[config.mk]
export PLATFORM = sky130hd
export DESIGN_NAME = ds_sample_sequencer_flat
export DESIGN_NICKNAME = d
export VERILOG_FILES = /design/src/rtl/ds_sample_sequencer_if.sv /design/src/rtl/ds_sample_sequencer.sv /design/src/flat_wrapper.sv
export SDC_FILE = /design/constraint.sdc
export NUM_CORES = 1
export LEC_CHECK = 0
export BUFFER_PORTS_ARGS = -buffer_cell sky130_fd_sc_hd__buf_2
export CAP_MARGIN = 40
export CORE_MARGIN = 2
export CORE_UTILIZATION = 40
export DETAILED_ROUTE_END_ITERATION = 8
export PLACE_DENSITY_LB_ADDON = 0.05
export REMOVE_ABC_BUFFERS = 1
export SLEW_MARGIN = 20
export SYNTH_ARGS = -nofsm -noshare
export SYNTH_HDL_FRONTEND = slang
export SYNTH_SLANG_ARGS = --single-unit
[constraint.sdc]
create_clock -name clk -period 4.65 [get_ports clk]
set_input_delay 0.2325 -clock clk [delete_from_list [all_inputs] [get_ports clk]]
set_output_delay 0.2325 -clock clk [all_outputs]
set_load 0.02 [all_outputs]
[src/rtl/ds_sample_sequencer_if.sv]
`default_nettype none
// ============================================================================
// Module  : ds_sample_sequencer_if
// Brief   : Sample stream, control and status bundle for ds_sample_sequencer.
// Revision: 1.0 - initial release
// ============================================================================
interface ds_sample_sequencer_if #(
  parameter int IN_BITS          = 16,
  parameter int SHIFT_COUNT_BITS = 4,
  parameter int FIFO_AW          = 2,
  parameter int DIV_BITS         = 8
);
  logic [IN_BITS-1:0]          in_data;
  logic                        in_valid;
  logic                        in_ready;
  logic [DIV_BITS-1:0]         rate_div;
  logic [SHIFT_COUNT_BITS-1:0] volume_rshift;
  logic                        mute;
  logic                        ds_consume;
  logic [IN_BITS-1:0]          u;
  logic [SHIFT_COUNT_BITS-1:0] u_rshift;
  logic [FIFO_AW:0]            fifo_level;
  logic                        running;
  logic                        underrun;
  logic                        underrun_clear;

  modport master (
    output in_data, in_valid, rate_div, volume_rshift, mute, ds_consume, underrun_clear,
    input  in_ready, u, u_rshift, fifo_level, running, underrun
  );

  modport slave (
    input  in_data, in_valid, rate_div, volume_rshift, mute, ds_consume, underrun_clear,
    output in_ready, u, u_rshift, fifo_level, running, underrun
  );
endinterface
`default_nettype wire

[src/rtl/ds_sample_sequencer.sv]
`default_nettype none
// ============================================================================
// Module  : ds_sample_sequencer
// Brief   : FIFO-buffered sample feeder for a delta-sigma modulator with
//           repetition upsampling, volume latch, mute and underrun handling.
// Revision: 1.0 - initial release
// ============================================================================
module ds_sample_sequencer #(
  parameter int IN_BITS          = 16,
  parameter int SHIFT_COUNT_BITS = 4,
  parameter int FIFO_AW          = 2,
  parameter int DIV_BITS         = 8,
  parameter int PRIME_LEVEL      = 2
) (
  input  wire logic clk,
  input  wire logic reset,
  ds_sample_sequencer_if.slave bus
);
  localparam int                 c_DEPTH     = 1 << FIFO_AW;
  localparam logic [FIFO_AW:0]   c_DEPTH_LVL = (FIFO_AW+1)'(c_DEPTH);
  localparam logic [FIFO_AW:0]   c_PRIME_LVL = (FIFO_AW+1)'(PRIME_LEVEL);
  localparam logic [IN_BITS-1:0] c_MID       = {1'b1, {(IN_BITS-1){1'b0}}};

  localparam logic [1:0] S_IDLE     = 2'd0;
  localparam logic [1:0] S_RUN      = 2'd1;
  localparam logic [1:0] S_UNDERRUN = 2'd2;

  logic [1:0]                  r_state;
  logic [1:0]                  w_next_state;
  logic [IN_BITS-1:0]          r_mem [c_DEPTH];
  logic [FIFO_AW-1:0]          r_wr_ptr;
  logic [FIFO_AW-1:0]          r_rd_ptr;
  logic [FIFO_AW:0]            r_level;
  logic [IN_BITS-1:0]          r_u;
  logic [SHIFT_COUNT_BITS-1:0] r_u_rshift;
  logic [DIV_BITS-1:0]         r_hold_cnt;
  logic                        r_underrun;
  logic                        w_push;
  logic                        w_pop;
  logic                        w_boundary;
  logic                        w_underrun_set;
  logic                        w_running;

  assign w_push     = bus.in_valid && (r_level != c_DEPTH_LVL);
  // >= so a rate_div decrease mid-sample ends the sample on the next consume
  assign w_boundary = (r_hold_cnt >= bus.rate_div);

  always_ff @(posedge clk or posedge reset) begin
    if (reset) begin
      r_state <= S_IDLE;
    end else begin
      r_state <= w_next_state;
    end
  end

  always_comb begin
    w_next_state   = r_state;
    w_pop          = 1'b0;
    w_underrun_set = 1'b0;
    case (r_state)
      S_IDLE: begin
        if (r_level >= c_PRIME_LVL) begin
          w_pop        = 1'b1;
          w_next_state = S_RUN;
        end
      end
      S_RUN: begin
        if (bus.ds_consume && w_boundary) begin
          if (r_level != '0) begin
            w_pop = 1'b1;
          end else begin
            w_next_state   = S_UNDERRUN;
            w_underrun_set = 1'b1;
          end
        end
      end
      S_UNDERRUN: begin
        if (r_level != '0) begin
          w_pop        = 1'b1;
          w_next_state = S_RUN;
        end
      end
      default: w_next_state = S_IDLE;
    endcase
  end

  always_comb begin
    w_running = (r_state == S_RUN);
  end

  // Storage carries no reset; occupancy is tracked by pointers and level.
  always_ff @(posedge clk) begin
    if (w_push) begin
      r_mem[r_wr_ptr] <= bus.in_data;
    end
  end

  always_ff @(posedge clk or posedge reset) begin
    if (reset) begin
      r_wr_ptr <= '0;
      r_rd_ptr <= '0;
      r_level  <= '0;
    end else begin
      if (w_push) begin
        r_wr_ptr <= r_wr_ptr + 1'b1;
      end
      if (w_pop) begin
        r_rd_ptr <= r_rd_ptr + 1'b1;
      end
      case ({w_push, w_pop})
        2'b10:   r_level <= r_level + 1'b1;
        2'b01:   r_level <= r_level - 1'b1;
        default: r_level <= r_level;
      endcase
    end
  end

  always_ff @(posedge clk or posedge reset) begin
    if (reset) begin
      r_u        <= c_MID;
      r_u_rshift <= '0;
      r_hold_cnt <= '0;
      r_underrun <= 1'b0;
    end else begin
      if (w_pop) begin
        r_u        <= r_mem[r_rd_ptr];
        r_u_rshift <= bus.volume_rshift;
        r_hold_cnt <= '0;
      end else if (w_running && bus.ds_consume && !w_boundary) begin
        r_hold_cnt <= r_hold_cnt + 1'b1;
      end
      if (w_underrun_set) begin
        r_underrun <= 1'b1;
      end else if (bus.underrun_clear) begin
        r_underrun <= 1'b0;
      end
    end
  end

  assign bus.in_ready   = (r_level != c_DEPTH_LVL);
  assign bus.u          = bus.mute ? c_MID : r_u;
  assign bus.u_rshift   = r_u_rshift;
  assign bus.fifo_level = r_level;
  assign bus.running    = w_running;
  assign bus.underrun   = r_underrun;
endmodule
`default_nettype wire

[src/flat_wrapper.sv]
// flat-port wrapper written by rule: the top's interface ports become plain ports
module ds_sample_sequencer_flat 
#(
  parameter int IN_BITS          = 16,
  parameter int SHIFT_COUNT_BITS = 4,
  parameter int FIFO_AW          = 2,
  parameter int DIV_BITS         = 8,
  parameter int PRIME_LEVEL      = 2
)
  (clk, reset, bus_in_data, bus_in_valid, bus_rate_div, bus_volume_rshift, bus_mute, bus_ds_consume, bus_underrun_clear, bus_in_ready, bus_u, bus_u_rshift, bus_fifo_level, bus_running, bus_underrun);
  ds_sample_sequencer_if #(.IN_BITS(IN_BITS), .SHIFT_COUNT_BITS(SHIFT_COUNT_BITS), .FIFO_AW(FIFO_AW), .DIV_BITS(DIV_BITS)) bus_i ();
  input  wire logic clk;
  input  wire logic reset;
  input wire logic [$bits(bus_i.in_data)-1:0] bus_in_data;
  input wire logic [$bits(bus_i.in_valid)-1:0] bus_in_valid;
  input wire logic [$bits(bus_i.rate_div)-1:0] bus_rate_div;
  input wire logic [$bits(bus_i.volume_rshift)-1:0] bus_volume_rshift;
  input wire logic [$bits(bus_i.mute)-1:0] bus_mute;
  input wire logic [$bits(bus_i.ds_consume)-1:0] bus_ds_consume;
  input wire logic [$bits(bus_i.underrun_clear)-1:0] bus_underrun_clear;
  output wire logic [$bits(bus_i.in_ready)-1:0] bus_in_ready;
  output wire logic [$bits(bus_i.u)-1:0] bus_u;
  output wire logic [$bits(bus_i.u_rshift)-1:0] bus_u_rshift;
  output wire logic [$bits(bus_i.fifo_level)-1:0] bus_fifo_level;
  output wire logic [$bits(bus_i.running)-1:0] bus_running;
  output wire logic [$bits(bus_i.underrun)-1:0] bus_underrun;
  assign bus_i.in_data = bus_in_data;
  assign bus_i.in_valid = bus_in_valid;
  assign bus_i.rate_div = bus_rate_div;
  assign bus_i.volume_rshift = bus_volume_rshift;
  assign bus_i.mute = bus_mute;
  assign bus_i.ds_consume = bus_ds_consume;
  assign bus_i.underrun_clear = bus_underrun_clear;
  assign bus_in_ready = bus_i.in_ready;
  assign bus_u = bus_i.u;
  assign bus_u_rshift = bus_i.u_rshift;
  assign bus_fifo_level = bus_i.fifo_level;
  assign bus_running = bus_i.running;
  assign bus_underrun = bus_i.underrun;
  ds_sample_sequencer #(.IN_BITS(IN_BITS), .SHIFT_COUNT_BITS(SHIFT_COUNT_BITS), .FIFO_AW(FIFO_AW), .DIV_BITS(DIV_BITS), .PRIME_LEVEL(PRIME_LEVEL)) u_core (.clk(clk), .reset(reset), .bus(bus_i));
endmodule
# After elaboration in Yosys (flattened, before gate mapping)
# Memories as Yosys holds them, arrays and structs flattened. A register that Yosys moved wholly into a read port is not among the register bits.
# Cells that the tools add are included.
# totals
regBits,22
ram_bits,64
inputBits,34
output_inout_bits,26
elab_cells,55
memories,1
# classes
addsub,5
magnitude_cmp,2
n_eq_ne,9
mux,20
n_reduce_logical,11
# memory_table
name,words,width,read_ports,rd_ports_with_merged_regs,wr,line_no,source
u_core.r_mem,4,16,1,1,1,ds_sample_sequencer.sv:30,logic [IN_BITS-1:0] r_mem [c_DEPTH];
# op_table
cell,n
$mux W16,1
$mux W8,2
$mux W1,10
$add A8 B1 Y8 const B,1
$ge A8 B8 Y1,1
$mux W2,4
$pmux W2 S3,1
$pmux W3 S2,1
$reduce_bool A2 Y1,3
$add A2 B1 Y2 const B,2
$eq A2 B1 Y1 const B,2
$eq A2 B2 Y1 const B,2
$logic_and A1 B1 Y1,4
$ne A2 B1 Y1 const B,2
$ne A2 B2 Y1 const B,2
$reduce_and A4 Y1,1
$add A3 B1 Y3 const B,1
$ge A3 B2 Y1 const B,1
$ne A3 B3 Y1 const B,1
$pmux W1 S3,1
$reduce_bool A3 Y1,1
$sub A3 B1 Y3 const B,1
$logic_not A2 Y1,1
$logic_not A1 Y1,1

# Logic depth before layout (Yosys ltp)
# Gate-level depths: netlist (run 1).
# depth
depth_word,6
depth_mapped,14
depth_no_buf,13

# Worst setup path before layout (run 1)
# OpenSTA, ideal clock, no wires.
# synth_timing
kind,flip-flop to flip-flop
startpoint,reg u_core.r_hold_cnt[5]
endpoint,"reg u_core.r_level[2], in the netlist u_core.bus.fifo_level[2]"
setup_time_ns,0.080
t_arrival_ns,2.526
required_time_ns,4.570
slack_ns,2.044
path_stages_with_launch,14
path_buffers,1
period_less_slack_ns,2.606
cell_sequence,dfrtp_1 > ha_1 > and4_1 > o21ai_4 > o21ai_4 > o21ai_4 > inv_6 > buf_6 > ha_1 > inv_1 > fa_1 > xor2_1 > nor2_1 > xor2_1
# synth_via
elab_chain_len,6
elab_cells_between_ends,8
cone_classes,order compare (1); eq/ne (2); mux (3); reduce/logical (2)
# synth_rtl
element,line_no,source
start: declaration,ds_sample_sequencer.sv:36,logic [DIV_BITS-1:0] r_hold_cnt;
start signal: assignment,ds_sample_sequencer.sv:130,r_hold_cnt <= r_hold_cnt + 1'b1;
$ge A8 B8 Y1 (*),ds_sample_sequencer.sv:46,assign w_boundary = (r_hold_cnt >= bus.rate_div);
$logic_and A1 B1 Y1 (*),ds_sample_sequencer.sv:68,if (bus.ds_consume && w_boundary) begin
$mux W1 (*),ds_sample_sequencer.sv:68,
$pmux W1 S3 (*),ds_sample_sequencer.sv:60,case (r_state)
$eq A2 B1 Y1 / $eq A2 B2 Y1 (equally long branches),ds_sample_sequencer.sv:110,"case ({w_push, w_pop})"
$pmux W3 S2 / $reduce_bool A2 Y1 (equally long branches),n/a,
end signal: assignment,ds_sample_sequencer.sv:111,2'b10: r_level <= r_level + 1'b1;
end signal: assignment,ds_sample_sequencer.sv:112,2'b01: r_level <= r_level - 1'b1;
end signal: assignment,ds_sample_sequencer.sv:113,default: r_level <= r_level;
end: declaration,ds_sample_sequencer.sv:33,logic [FIFO_AW:0] r_level;
# Every way passes the cells marked *; elsewhere a longest branch is shown, timed or not.
# A chain may end at the register's enable or synchronous reset.

# Final worst setup path (run 1)
# Same ends and word-level chain as after synthesis.

==> results_dict.tcl, run 1 <==
set metrics [dict create \
    crit_chain "ha_1 > and4_1 > o21ai_4 > o21ai_4 > o21ai_4 > inv_6 > ha_1 > inv_1 > fa_1 > xor2_1 > nor2_1 > xor2_1" \
    vias_per_cell 4.941 \
    globalRoute.totalOverflow 0 \
    synth_edf_count 64 \
    cts_made_buffers 9 \
    cts_buffer_depth 2 \
    arrival_ns 3.22 \
    vias 2421 \
    antenna_cells 0 \
    critPathLaunchType "flip-flop" \
    grt_first_pass_wirelength_mm 13.06 \
    drtIter0Drc 94 \
    slowest_stage "dfrtp_1" \
    drive_gt1_share_pct 35.71 \
    min_from "bus_underrun_clear" \
    synth-seq-area-share_pct 64.45 \
    seqPwrFrac_pct 46.2 \
    htreeDepth 3 \
    intPower_uw 2036 \
    p_total_uw 2976 \
    ys_async_sr_fraction_pct 37.25 \
    p_sw_uw 940.6 \
    gp_congestion 0.7746 \
    grt_start_max_net_pins 39 \
    grt_pass1_vias 2478 \
    skew_ns 0.005368 \
    rows 38 \
    setup_viol 0 \
    switching_share_pct 31.60 \
    io_pins 60 \
    drv_slew 0 \
    synth_top_flop_cell "edfxtp_1" \
    post-place-ws_ns 1.702 \
    status "finished, final reports clean" \
    period_needed_ns 2.937 \
    initial_core_util_pct 41.14 \
    insertion_delay_ns 0.36 \
    reg2regPathDepth 12 \
    totalWireLength_mm 8.116 \
    die-area_um2 12010 \
    syn_area_um2 4459 \
    hold_depth 2 \
    critPathRequiredTime_ns 4.94 \
    die_h_um 109.6 \
    p_leak_uw 0.002064 \
    whs_ns 0.06107 \
    first_pass_iters 4 \
    dpl.hpwl_mm 5.548 \
    ys_seq_elements 102 \
    setup_ws_ns 1.714 \
    synthCells 274 \
    io_buffers 59 \
    powerDensity_nw_per_um2 574.2 \
    cts_sinks 102 \
    syn_avg_cell_area_um2 16.27 \
    worstSetupStartpoint "u_core.r_hold_cnt[5]" \
    final_antenna_net_count 0 \
    fmax_mhz 340.5 \
    nets 394 \
    ir_worst_vdd_uv 236.7 \
    hold_violations 0 \
    p_clk_share_pct 19.5 \
    synth_cell_types 44 \
    antenna_found_initial 0 \
    worstPathMaxFanout 25 \
    detail_route.wl_per_cell_um 16.56 \
    cap_viol_max_count 0 \
    area_growth_syn_to_layout_pct 16.25 \
    hp-class "input port to flip-flop" \
    yosysWarnings 0 \
    end_kind "flip-flop" \
    cts_tree "done" \
    path_clk_slew_ns 0.09 \
    die_x_um 109.6 \
    worst_slew_pin_slew_ns 0.5087 \
    rsz0062_at_grt "no" \
    post-route-period-util_pct 63.15 \
    cts_root_buf "clkbuf_8" \
    drc 0 \
    combPwrFrac_pct 34.3 \
    grt_use_total_pct 14.99 \
    timing.critical_path.mode_cell "o21ai_4" \
    critical_path.max_stage_delay_ns 0.42 \
    coreArea_um2 10840 \
    critPathKind "flip-flop to flip-flop" \
    ctsResizeCount 0 \
    setup_tns_ns 0 \
    slew_headroom_pct 66.09 \
    rr_startpoint "u_core.r_hold_cnt[5]" \
]
[critical path: cells and delay by family (launching register included)]
kind	cells	cell delay [ns]
AOI/OAI and AO/OA	3	0.51
and+or+nand+nor	2	0.38
DFF	1	0.42
adders and majority gates	3	0.91
xor gates and xnor gates	2	0.30
buffers and inverters	2	0.33
[power by group through the flow]
| stage | Combinational (uW) | Clock (uW) | Sequential, uW |
|---|---|---|---|
| 6_report | 1020 | 579 | 1370 |
| 5_1_grt | 1130 | 642 | 1410 |
| 4_1_cts | 1050 | 606 | 1380 |
| 3_5_place_dp | 1050 | 0 | 1390 |
| 3_3_place_gp | 978 | 0 | 1410 |
| 2_1_floorplan | 672 | 0 | 1440 |
[routing by layer]
metal  share of wire [%]  up-vias  track usage (%)
met5                   0        -                0
met4                 1.8        0            6.510
met3                 3.8       12            2.964
met2                  48       49            23.63
met1                  46     1209            20.24
li1                    -     1151                -
[cell usage after synthesis (5+ instances only)]
cell type	n	share of area, %
inv_1	19	1.6
nor2b_1	17	2.4
a21oi_1	6	0.67
xnor2_1	7	1.4
edfxtp_1	64	43
xor2_1	5	0.98
mux2_2	9	2.3
nor2_1	11	0.93
mux2_4	11	3.7
dfrtp_1	37	21
ha_1	14	3.9
mux4_2	16	8.1
nand2_1	6	0.51
[state kept, by name, summed over array words and instances (netlist names)]
| register | count |
|---|---|
| u_core.bus.underrun | 1 |
| u_core.bus.u_rshift | 4 |
| u_core.bus.fifo_level | 3 |
| u_core.r_mem | 64 |
| u_core.r_rd_ptr | 2 |
| u_core.r_u | 16 |
| u_core.r_wr_ptr | 2 |
| u_core.r_state | 2 |
| u_core.r_hold_cnt | 8 |
[cell usage in the layout (no fill, tap or decap), drive strengths merged, types with 3 or more instances in the layout]
cell type  count
clkbuf        13
xor2           5
mux2          20
mux4          16
o21a           4
dfrtp         37
o211ai         4
buf           66
edfxtp        64
o21ai          6
a21oi          6
nand2          6
xnor2          7
nor2          11
nand3          3
inv           19
nor2b         17
and3           4
ha            14
[cell families (layout without fill, tap and decap cells)]
| logic type | count (synthesis) | in the layout | synth area share [%] |
|---|---|---|---|
| DFF | 102 | 102 | 64.45 |
| and+or+nand+nor | 53 | 53 | 6.678 |
| muxes | 37 | 37 | 14.28 |
| AOI/OAI and AO/OA | 28 | 28 | 4.882 |
| buffers and inverters | 27 | 103 | 2.974 |
| adders and majority gates | 15 | 15 | 4.377 |
| xor gates and xnor gates | 12 | 12 | 2.357 |
[final timing paths]
path / endpoint / slack (ns)
worst max-delay path: u_core.bus.fifo_level[2] / 1.71
worst max register to register: u_core.bus.fifo_level[2] / 1.71
max in group asynchronous: u_core.r_u[15] / 3.76
min in group asynchronous: u_core.r_u[8] / 0.52
worst min-delay path: u_core.bus.underrun / 0.06
worst min register to register: u_core.bus.u_rshift[2] / 0.51
[area by class of cell]
type	instances	area, um2
Tap cell	140	175.2
Fill cell	964	5657
Timing Repair Buffer	67	391.6
Inverter	20	80.08
Clock buffer	13	168.9
Sequential cell	102	2874
Multi-Input combinational cell	145	1453
Clock inverter	3	41.29
[through the flow]
stage | util (%) | area, um2 | instances
2_1_floorplan | - | 4407 | 267
3_3_place_gp | 45.13 | 4892 | 468
3_5_place_dp | 45.79 | 4964 | 473
4_1_cts | 47.82 | 5184 | 490
5_1_grt | 47.82 | 5184 | 490
6_report | 47.82 | 5184 | 490
[timing repair]
action | 4_1_cts | 5_1_grt
hold buffers | 1 | 0
hold endpoints to repair | 37 | 0
buffers inserted | 0 | 0
Note: power is estimated with default switching activity, not from simulation.
==> inputs of run 2 (changes only) <==
- clock period: 4.65 -> 2.4 ns (I/O delays scaled with it)
==> results_dict.tcl, run 2 (same netlist as run 1, synthesis figures left out) <==
set metrics [dict create \
    place_area_um2 5040 \
    critPathLaunchType "flip-flop" \
    timing.critical_path.mode_cell "o21ai_4" \
    rr_startpoint "u_core.r_hold_cnt[7]" \
    post-route-period-util_pct 99.48 \
    reg2regPathDepth 12 \
    setup_tns_ns 0 \
    setup_viol 0 \
    critPathRequiredTime_ns 2.68 \
    grt_start_max_net_pins 25 \
    hold_depth 3 \
    p_clk_share_pct 17.9 \
    top_regs "u_core.r_mem: 64 flops, u_core.r_u: 16 flops, u_core.r_hold_cnt: 8 flops" \
    cts_root_buf "clkbuf_8" \
    fill_cells 938 \
    vias_per_cell 4.724 \
    cts_made_buffers 9 \
    fmax_mhz 418.8 \
    skew_ns 0.01769 \
    critPathKind "flip-flop to flip-flop" \
    largest_register_ffs 64 \
    status "finished, final reports clean" \
    insertion_delay_ns 0.36 \
    worstPathMaxFanout 3 \
    rows 38 \
    min_from "bus_ds_consume" \
    end_kind "flip-flop" \
    intPower_uw 3898 \
    p_leak_uw 0.002230 \
    dpl.hpwl_mm 5.276 \
    drtIter0Drc 55 \
    ir_worst_vdd_uv 385.3 \
    drive_gt1_share_pct 38.56 \
    layout_common_cells "64 x edfxtp_1, 59 x buf_2, 37 x dfrtp_1" \
    grt_pass1_vias 2631 \
    detail_route.wl_per_cell_um 15.62 \
    combPwrFrac_pct 36.5 \
    totalWireLength_mm 8.262 \
    io_pins 60 \
    path_clk_slew_ns 0.10 \
    globalRoute.totalOverflow 0 \
    arrival_ns 2.66 \
    coreArea_um2 10840 \
    cts_buffer_depth 2 \
    switching_share_pct 32.93 \
    whs_ns 0.1018 \
    slowest_stage "dfrtp_1" \
    die_h_um 109.6 \
    antenna_found_initial 0 \
    worst_slew_pin_slew_ns 0.6922 \
    hp-class "input port to flip-flop" \
    antenna_cells 0 \
    path_delay_family "adder cells" \
    final_antenna_net_count 0 \
    seqPwrFrac_pct 45.6 \
    p_sw_uw 1914 \
    final_cell_area_um2 5532 \
    p_total_uw 5811 \
    htreeDepth 3 \
    final_common_cell "edfxtp_1" \
    drc 0 \
    die_x_um 109.6 \
    io_buffers 59 \
    r2r-end "u_core.bus.fifo_level[2]" \
    cap_viol_max_count 0 \
    hold_violations 0 \
    nets 433 \
    reg2reg_slack_ns 0.01 \
    initial_core_util_pct 41.14 \
    top_register "u_core.r_mem" \
    gp_congestion 0.7395 \
    crit_chain "ha_4 > and4_4 > o21ai_4 > o21ai_4 > o21ai_4 > clkinv_4 > ha_4 > inv_2 > fa_2 > xor2_1 > nor2_1 > xor2_1" \
    whs_endpoint "u_core.r_state[0]" \
    area_growth_syn_to_layout_pct 24.05 \
    crit_buf_inv 2 \
    drv_slew 0 \
    cts_sinks 102 \
    grt_use_total_pct 15.05 \
    period_needed_ns 2.388 \
    worstSetupStartpoint "u_core.r_hold_cnt[7]" \
    rsz0062_at_grt "yes" \
    grt_first_pass_wirelength_mm 13.32 \
    first_pass_iters 4 \
    critical_path.max_stage_delay_ns 0.43 \
    stdcell_count 529 \
    cts_tree "done" \
    vias 2499 \
    powerDensity_nw_per_um2 1051 \
    slew_headroom_pct 53.57 \
    place_inst 486 \
    die-area_um2 12010 \
]
[run 2: cell count changes in the layout (fill, tap and decap cells not counted), moves of 2 or more]
cell,previous run,this run
clkinv_4,0,2
inv_8,0,2
dlygate4sd3_1,1,22
clkbuf_8,12,9
ha_1,14,11
ha_4,0,3
buf_8,4,0
buf_4,2,24
[run 2: worst min-delay path, stage by stage]
cell and delay, ns:
buf_2 0.11, nand4b_1 0.09, a21o_1 0.11
[run 2: metal layers]
metal	global-route usage (%)	wire length, um	part of all wire, %
met1	19.40	3911	47
met4	5.425	129	1.6
met2	25.66	3977	48
met5	0	0	0
met3	2.490	244	3.0
[run 2: how the worst max path moves through the flow]
stage                                    end  slack, ns  cells after the start
floorplan           u_core.bus.fifo_level[2]      -0.21                     12
global placement    u_core.bus.fifo_level[2]       0.04                     12
detailed placement  u_core.bus.fifo_level[2]       0.01                     12
CTS                 u_core.bus.fifo_level[2]      0.003                     12
global route        u_core.bus.fifo_level[2]      -0.10                     12
finish              u_core.bus.fifo_level[2]       0.01                     12
[run 2: power groups by stage]
stage,clock network [uW],logic [uW],registers (uW)
final,1040,2120,2650
after global routing,1150,2350,2710
after CTS,1080,2130,2660
after detailed placement,0,2080,2690
after global placement,0,2080,2670
after floorplan,0,1300,2780
[run 2: through the flow]
stage	util [%]	worst slack, ns
CTS	50.50	0.002519
finish	51.03	0.01245
floorplan	-	-0.2095
global placement	46.49	0.03981
detailed placement	46.49	0.01493
global route	51.03	-0.1017
[run 2: repair_timing]
action / 4_1_cts / 5_1_grt
hold buffers: 22 / 0
hold endpoints to repair: 85 / 0
pin swaps: 0 / 6
gates resized for setup: 2 / 6
endpoints found under the setup margin: 1 / 2
setup buffers: 1 / 4
[run 2: final cells by class]
type | count | area, um2 | area share [%]
repair buffers | 106 | 715.7 | 12.94
well taps | 140 | 175.2 | 3.167
multi-input cells | 145 | 1495 | 27.03
flip-flops and latches | 102 | 2874 | 51.96
clock inverters | 7 | 67.56 | 1.221
inverters | 20 | 80.08 | 1.448
clock buffers | 9 | 123.9 | 2.239
